**config.mk**
```make
export PLATFORM = sky130hd
export DESIGN_NAME = seq_chunk_adder
export DESIGN_NICKNAME = d
export VERILOG_FILES = /design/src/rtl/seq_chunk_adder_pkg.sv /design/src/rtl/seq_chunk_adder_rca.sv /design/src/rtl/seq_chunk_adder.sv
export SDC_FILE = /design/constraint.sdc
export NUM_CORES = 1
export LEC_CHECK = 0
export BUFFER_PORTS_ARGS = -buffer_cell sky130_fd_sc_hd__clkbuf_2
export CAP_MARGIN = 20
export CORE_MARGIN = 2
export CORE_UTILIZATION = 55
export DETAILED_ROUTE_END_ITERATION = 8
export HOLD_SLACK_MARGIN = 0.15
export PLACE_DENSITY = 0.87
export SLEW_MARGIN = 25
export SYNTH_ARGS = -nofsm -noshare
export SYNTH_HDL_FRONTEND = slang
export SYNTH_SLANG_ARGS = --single-unit
```
**constraint.sdc**
```tcl
create_clock -name clk -period 9.7 [get_ports clk]
set_clock_uncertainty 0.2 [all_clocks]
set_input_delay 0.97 -clock clk [delete_from_list [all_inputs] [get_ports clk]]
set_output_delay 0.97 -clock clk [all_outputs]
set_load 0.02 [all_outputs]
```
**src/rtl/seq_chunk_adder_pkg.sv**
```systemverilog
// Shared types and sizing helpers for the chunked sequential adder.
// Used by seq_chunk_adder and its testbench.
package seq_adder_pkg;

  typedef enum logic {
    IDLE = 1'b0,
    RUN  = 1'b1
  } state_t;

  function automatic int nchunk(input int w, input int c);
    return (c < 1) ? 1 : w / c;
  endfunction

  function automatic int clog2(input int v);
    int r;
    int x;
    r = 0;
    x = v - 1;
    while (x > 0) begin
      r++;
      x = x >> 1;
    end
    return r;
  endfunction

  function automatic int idx_w(input int n);
    return (clog2(n) < 1) ? 1 : clog2(n);
  endfunction

endpackage

```
**src/rtl/seq_chunk_adder_rca.sv**
```systemverilog
// Combinational CHUNK-bit ripple-carry slice, reused every cycle.
// c_msb is the carry into the top bit, for signed overflow.
module chunk_rca #(
  parameter int CHUNK = 8
) (
  input  logic [CHUNK-1:0] a,
  input  logic [CHUNK-1:0] b,
  input  logic             ci,
  output logic [CHUNK-1:0] s,
  output logic             co,
  output logic             c_msb
);

  assign {co, s} = {1'b0, a} + {1'b0, b}
                 + {{CHUNK{1'b0}}, ci};

  // Sum bit = a ^ b ^ carry-in, so the carry into the MSB falls out.
  assign c_msb = a[CHUNK-1] ^ b[CHUNK-1] ^ s[CHUNK-1];

endmodule

```
**src/rtl/seq_chunk_adder.sv**
```systemverilog
// Multi-cycle adder: CHUNK bits per clock, carry held between chunks.
// Define SEQ_ADDER_SUB_EN to add the sub input and ovf output.
module seq_chunk_adder
  import seq_adder_pkg::*;
#(
  parameter int WIDTH = 32,
  parameter int CHUNK = 8
) (
  input  logic             clk,
  input  logic             rst_n,
  input  logic             start,
  input  logic [WIDTH-1:0] a,
  input  logic [WIDTH-1:0] b,
  input  logic             cin,
`ifdef SEQ_ADDER_SUB_EN
  input  logic             sub,
  output logic             ovf,
`endif
  output logic             busy,
  output logic             done,
  output logic [WIDTH:0]   sum
);

  localparam int NCHUNK = nchunk(WIDTH, CHUNK);
  localparam int IDXW   = idx_w(NCHUNK);
  localparam logic [IDXW-1:0] LAST = IDXW'(NCHUNK - 1);

  if ((CHUNK < 1) || ((WIDTH % CHUNK) != 0)) begin : g_chk
    $fatal(1, "seq_chunk_adder: WIDTH must be a multiple of CHUNK >= 1");
  end

  state_t           r_state;
  state_t           w_next;
  logic [IDXW-1:0]  r_idx;
  logic [WIDTH-1:0] r_a;
  logic [WIDTH-1:0] r_b;
  logic             r_carry;
  logic [WIDTH:0]   r_sum;
  logic             r_done;

  logic             w_accept;
  logic             w_last;
  int               w_off;
  logic [CHUNK-1:0] w_ca;
  logic [CHUNK-1:0] w_cb;
  logic [CHUNK-1:0] w_s;
  logic             w_co;
  logic             w_cmsb;
  logic [WIDTH-1:0] w_bin;
  logic             w_cin0;

`ifdef SEQ_ADDER_SUB_EN
  logic r_ovf;
  assign w_bin  = sub ? ~b : b;
  assign w_cin0 = sub | cin;
  assign ovf    = r_ovf;
`else
  logic w_unused_cmsb;
  assign w_bin         = b;
  assign w_cin0        = cin;
  assign w_unused_cmsb = w_cmsb;
`endif

  assign w_accept = (r_state == IDLE) && start;
  assign w_last   = (r_idx == LAST);
  assign w_off    = int'(r_idx) * CHUNK;
  assign w_ca     = r_a[w_off +: CHUNK];
  assign w_cb     = r_b[w_off +: CHUNK];

  chunk_rca #(.CHUNK(CHUNK)) u_rca (
    .a     (w_ca),
    .b     (w_cb),
    .ci    (r_carry),
    .s     (w_s),
    .co    (w_co),
    .c_msb (w_cmsb)
  );

  always_ff @(posedge clk) begin
    if (!rst_n) r_state <= IDLE;
    else        r_state <= w_next;
  end

  always_comb begin
    w_next = r_state;
    unique case (r_state)
      IDLE: if (start)  w_next = RUN;
      RUN:  if (w_last) w_next = IDLE;
    endcase
  end

  always_ff @(posedge clk) begin
    if (!rst_n) begin
      r_idx   <= '0;
      r_a     <= '0;
      r_b     <= '0;
      r_carry <= 1'b0;
      r_sum   <= '0;
      r_done  <= 1'b0;
    end else begin
      r_done <= 1'b0;
      if (w_accept) begin
        r_a     <= a;
        r_b     <= w_bin;
        r_carry <= w_cin0;
        r_idx   <= '0;
        r_sum   <= '0;
      end else if (r_state == RUN) begin
        r_sum[w_off +: CHUNK] <= w_s;
        r_carry <= w_co;
        r_idx   <= r_idx + IDXW'(1);
        if (w_last) begin
          r_sum[WIDTH] <= w_co;
          r_done       <= 1'b1;
        end
      end
    end
  end

`ifdef SEQ_ADDER_SUB_EN
  always_ff @(posedge clk) begin
    if (!rst_n)
      r_ovf <= 1'b0;
    else if (w_accept)
      r_ovf <= 1'b0;
    else if ((r_state == RUN) && w_last)
      r_ovf <= w_cmsb ^ w_co;
  end
`endif

  assign busy = (r_state == RUN);
  assign done = r_done;
  assign sum  = r_sum;

endmodule
```
---- Yosys cells after proc, flatten, opt, wreduce, memory -nomap -nowiden ----
Cells that the tools add are included.
operators by class
  muxes and demuxes ....................... 8
  shift-type cells ........................ 4
  $add $sub $neg .......................... 4
  equal/unequal tests ..................... 1
  reduce and logical (&&, ||, !) cells .... 4
  bitwise gates (word level) .............. 2
operators with widths
  kind                                                   number
  variable part select 32 x 6 -> 8 bit                   2
  bitwise mux 33 bit                                     1
  negation 5 -> 33 bit                                   1
  variable shift 8 x 33 -> 33 bit, first input constant  1
  variable part select 8 x 33 -> 33 bit                  1
  adder 8 x 8 -> 9 bit                                   1
  adder 9 x 1 -> 9 bit                                   1
  two-way mux 1 bit                                      6
  OR reduction 3 bit                                     1
  adder 2 x 1 -> 2 bit, second input constant            1
  equality test 2 bit, second input constant             1
  NOT 1 bit                                              2
  one-hot mux 1 bit (2 select lines)                     1
  nonzero test 2 bit                                     1
  OR reduction 2 bit                                     1
  logical AND 1 bit                                      1
storage, ports and cells
  bits of input ports ..................... 68
  register bits ........................... 102
  logic and storage cells ................. 30
  output and inout bits ................... 35

---- Depth between registers and ports, before layout ----
  depth in word-level cells ............... 6
  gate-level depth with buffers ........... 10
  gate-level depth less buffers ........... 8

---- By module ----
Synthesis repeated with hierarchy kept, for this count alone.
unflattened totals
  cells, all modules ...................... 391
  area total of the unflattened synthesis .. 4266.6 sq um
modules (own cells, without submodules)
  module           cells an instance  seq. area each (sq um)  area each (sq um)  instances
  seq_chunk_adder  348                2042.0                  3902.5             1
  chunk_rca        43                 0.0                     364.1              1

---- Least setup slack after synthesis ----
OpenSTA, ideal clock, no wires.
  kind .................................... register to register
  start ................................... register r_idx[1]
  end ..................................... register r_sum[32] (netlist: sum[32])
  setup time .............................. 0.123 ns
  path slack .............................. 6.212 ns
  clock period less this slack ............ 3.488 ns
  arrival time ............................ 3.165 ns
  buffers on the path ..................... 2
  data required time ...................... 9.377 ns
  stages on the path, launching flop included .. 11
  path through ............................ dfxtp_1 > clkbuf_1 > buf_1 > mux4_2 > fa_1 > fa_1 > a21o_1 > a221oi_1 > nor2b_1 > nor4_2 > nor4_2
between the ends
  cells in the longest elaborated chain, start to end .. 6
  elaborated cells on any way between the ends .. 10
  classes of those cells .................. add/sub: 3; eq/ne: 1; shift: 4; mux: 2
RTL lines
  element                                                  line                                          text
  start, declared                                          seq_chunk_adder.sv:34                         logic [IDXW-1:0] r_idx;
  start signal, assigned                                   seq_chunk_adder.sv:111                        r_idx <= r_idx + IDXW'(1);
  variable part select 32 x 6 -> 8 bit (on tied branches)  seq_chunk_adder.sv:67, seq_chunk_adder.sv:68
  adder 8 x 8 -> 9 bit                                     seq_chunk_adder_rca.sv:14                     assign {co, s} = {1'b0, a} + {1'b0, b}
  adder 9 x 1 -> 9 bit                                     seq_chunk_adder_rca.sv:15                     + {{CHUNK{1'b0}}, ci};
  variable part select 8 x 33 -> 33 bit                    seq_chunk_adder.sv:109                        r_sum[w_off +: CHUNK] <= w_s;
  bitwise mux 33 bit                                       seq_chunk_adder.sv:109
  two-way mux 1 bit *                                      seq_chunk_adder.sv:112                        if (w_last) begin
  end signal, assigned by index                            seq_chunk_adder.sv:109
  end signal, assigned by index                            seq_chunk_adder.sv:113                        r_sum[WIDTH] <= w_co;
  end, declared                                            seq_chunk_adder.sv:38                         logic [WIDTH:0] r_sum;
Every way passes the cells marked *; elsewhere a longest branch is shown, timed or not.
A chain may end at the register's enable or synchronous reset.

---- Worst setup path after layout ----
Same ends and word-level chain as after synthesis.

==> summary.txt <==
Outcome
  • Status: completed

Drt
  • Drt first pass iters: 4
  • DRC: 0
  • Via count: 3305
  • Vias/cell: 6.00
  • Remaining antenna violation count: 0
  • Routed WL: 9.49 mm
  • Wirelength per Cell: 17.2 µm
  • DRT iter0 DRCs: 222

GRT
  • GRT overflow: 0
  • First-pass GRT wire length: 15.6 mm
  • Vias in the first global route: 3214
  • Largest net degree at the start of global routing: 73
  • Initial antenna violation count: 0
  • GRT Util Overall: 23.8%

Logic synthesis
  • Flops & latches, synth: 102
  • Most frequent cell after synthesis: dfxtp_1
  • Synth cell count leaders: 102 x dfxtp_1, 64 x a22o_1, 32 x nor2_1
  • Yosys top cell by area: dfxtp_1
  • Ys Warns: 0
  • Synth Area in Compound Gates: 22.6%
  • Largest family of logic cells by synthesized area: compound AO/OA/AOI/OAI gates
  • Top post-synthesis cells by area: dfxtp_1 50%, a22o_1 14%, mux4_2 8.8%
  • Post-synthesis simple-gate area fraction: 8.76%
  • Yosys top cell area share: 49.8%
  • Async SR Flop Fraction: 0%
  • Sequential-to-total area share from yosys stat: 49.8%
  • Post-Syn Area per Cell: 11.5 µm²
  • Post-Synth Adder-Cell Area: 5.25%
  • Yosys cell types: 40
  • Mapped Cells: 355
  • Xor/xnor share of the synthesized area: 1.28%
  • Post-synth net total: 439
  • Mapped Area: 0.00410 mm²
  • Post-synth top flop: dfxtp_1
  • Number of enable flip-flop cells after synthesis: 0
  • Proportion of synthesized area in mux cells: 9.07%

Cells and area
  • Synthesis-to-finish area growth: 18.7%
  • Layout Nets: 531
  • Non-Filler Cell Area, Final: 0.00487 mm²
  • N_diodes: 0
  • Share of cells above drive strength 1: 32.7%

Placed design
  • Placed Instance Area: 0.00465 mm²
  • DP HPWL: 6.86 mm
  • # port buffers: 102
  • RD Place Congestion: 0.824

Clock tree
  • Root Driver: clkbuf_8
  • CTS Hold Bufs: 0
  • CTS H-tree lvls: 3
  • CTS Buf Count: 9
  • Post_cts resized: 0
  • CTS max path bufs: 2
  • Clock Pin Slew Worst Setup and Hold Paths: 0.09 ns
  • CTS sink cnt: 102
  • Setup bufs post-CTS: 0
  • Clock tree from TritonCTS: built
  • Clk_lat worst skew: 0.36 ns

Hold path
  • Worst Hold Class: reg2reg
  • Worst hold endpoint: r_a[5]$_SDFFE_PN0P_
  • Hold path depth: 1
  • Min-Delay Startpoint: r_a[5]$_SDFFE_PN0P_

STA
  • RSZ-0062 raised after global routing: false
  • Post-route clock period utilization: 38.5%
  • Final min period: 3.74 ns
  • Final Hold Fails: 0
  • Setup_tns: 0 ns
  • Setup Viol. Count Final: 0
  • Max-slew headroom: 32.4%
  • Worst slew pin tran: 1.01 ns
  • Max frequency: 268 MHz
  • Max Slew Vio Count: 0

Worst setup path
  • R2r worst-path depth: 8
  • Startpoint type of the worst setup path: flop
  • Reg2reg setup slack: 5.96 ns
  • Critical Path RT: 9.71 ns
  • Crit. End Element: flop
  • CP Max Fanout: 22
  • Critical path type: reg2reg
  • Crit path arrival time: 3.75 ns
  • Crit path launch: r_idx[1]$_SDFFE_PP0P_
  • Reg-to-Reg End: sum[32]$_SDFFE_PP0P_
  • R2r startpoint: r_idx[1]$_SDFFE_PP0P_

Die
  • Initial Util: 56.5%
  • Die area: 0.00816 mm²
  • Core area: 0.00725 mm²
  • Die W: 90.3 µm
  • Standard-cell row count: 31
  • Die Y: 90.3 µm
  • IO Count: 103

Run
  • Max-cap violations: 0

Power
  • Peak VDD IR: 0.0840 mV
  • Static leakage: 0.00209 µW
  • PD cells: 173 mW/mm²
[worst max-delay path by stage]
| stage | to | cells after the start |
|---|---|---|
| after global placement | sum[32]$_SDFFE_PP0P_ | 8 |
| final | sum[32]$_SDFFE_PP0P_ | 8 |
| after global routing | sum[14]$_SDFFE_PP0P_ | 8 |
| after detailed placement | sum[32]$_SDFFE_PP0P_ | 8 |
| after CTS | sum[32]$_SDFFE_PP0P_ | 8 |
| after floorplan | sum[32]$_SDFFE_PP0P_ | 10 |
[final cells by class]
cell class | instances | area, µm²
flip-flops and latches | 102 | 2040
fillers | 553 | 2390
repair buffers | 105 | 533
multi-input cells | 224 | 1930
well taps | 99 | 124
clock buffers | 10 | 128
inverters | 5 | 18.8
clock inverters | 6 | 86.3
[per-layer routing]
metal / share of wire [%] / wire length, µm / global-route usage [%] / vias to the layer above
li1: - / - / - / 1532
met1: 43 / 4110 / 31.8 / 1597
met2: 46 / 4400 / 37.8 / 153
met3: 7.6 / 722 / 5.09 / 23
met4: 2.7 / 261 / 10.3 / 0
met5: 0 / 0 / 0 / -
[state kept, by name, summed over array words and instances (netlist names)]
register and count:
busy 1, done 1, r_a 32, r_b 32, r_carry 1, r_idx 2
sum 33
[report_power, final]
part / switching, µW / leakage (µW) / internal (µW) / total [µW]
clock: 140 / 0.000106 / 145 / 285
sequential: 13.3 / 0.000833 / 438 / 452
combinational: 58.9 / 0.00115 / 48.4 / 107
[critical path, stage by stage, from the launching register on]
cell and delay, ns:
dfxtp_1 0.98, mux4_2 0.44, fa_1 0.46, fa_1 0.44, a21o_1 0.21, a221oi_1 0.37, nor2b_1 0.14, nor4_2 0.27
nor4_2 0.08
[placed cells by master (no fill, tap or decap), drive strengths merged]
master      n
clkbuf    112
dfxtp     102
a22o       64
nor2       32
a22oi      26
mux4       16
ha         14
nand2      12
a21oi       9
o21ai       8
nand3       5
inv         5
nand2b      4
xnor2       4
a21o        3
buf         3
nor3        3
nor4        3
clkinv      3
and3        2
xor2        2
nor4b       2
fa          2
bufinv      2
and2        1
nand3b      1
a211oi      1
o211ai      1
o21bai      1
and4b       1
a221oi      1
nor2b       1
mux2        1
a31oi       1
or4b        1
o311ai      1
or2         1
clkinvlp    1
[per-stage QoR]
step	std cells	util [%]	setup WS, ns	total power, µW	hold slack, ns
2_1_floorplan	355	-	6.21	531	0.243
3_3_place_gp	535	64.1	6.09	561	0.256
3_5_place_dp	535	64.1	5.99	567	0.262
4_1_cts	551	67.1	5.98	844	0.287
5_1_grt	551	67.1	5.78	877	0.304
6_report	551	67.1	5.96	844	0.287
[logic make-up (layout without fill, tap and decap cells)]
family,after synthesis,in the layout
AOI/OAI and AO/OA,116,116
xor gates and xnor gates,6,6
adders and majority gates,16,16
buffers and inverters,29,126
DFF,102,102
muxes,17,17
and+or+nand+nor,69,69
Power figures use the tool's default switching activity.
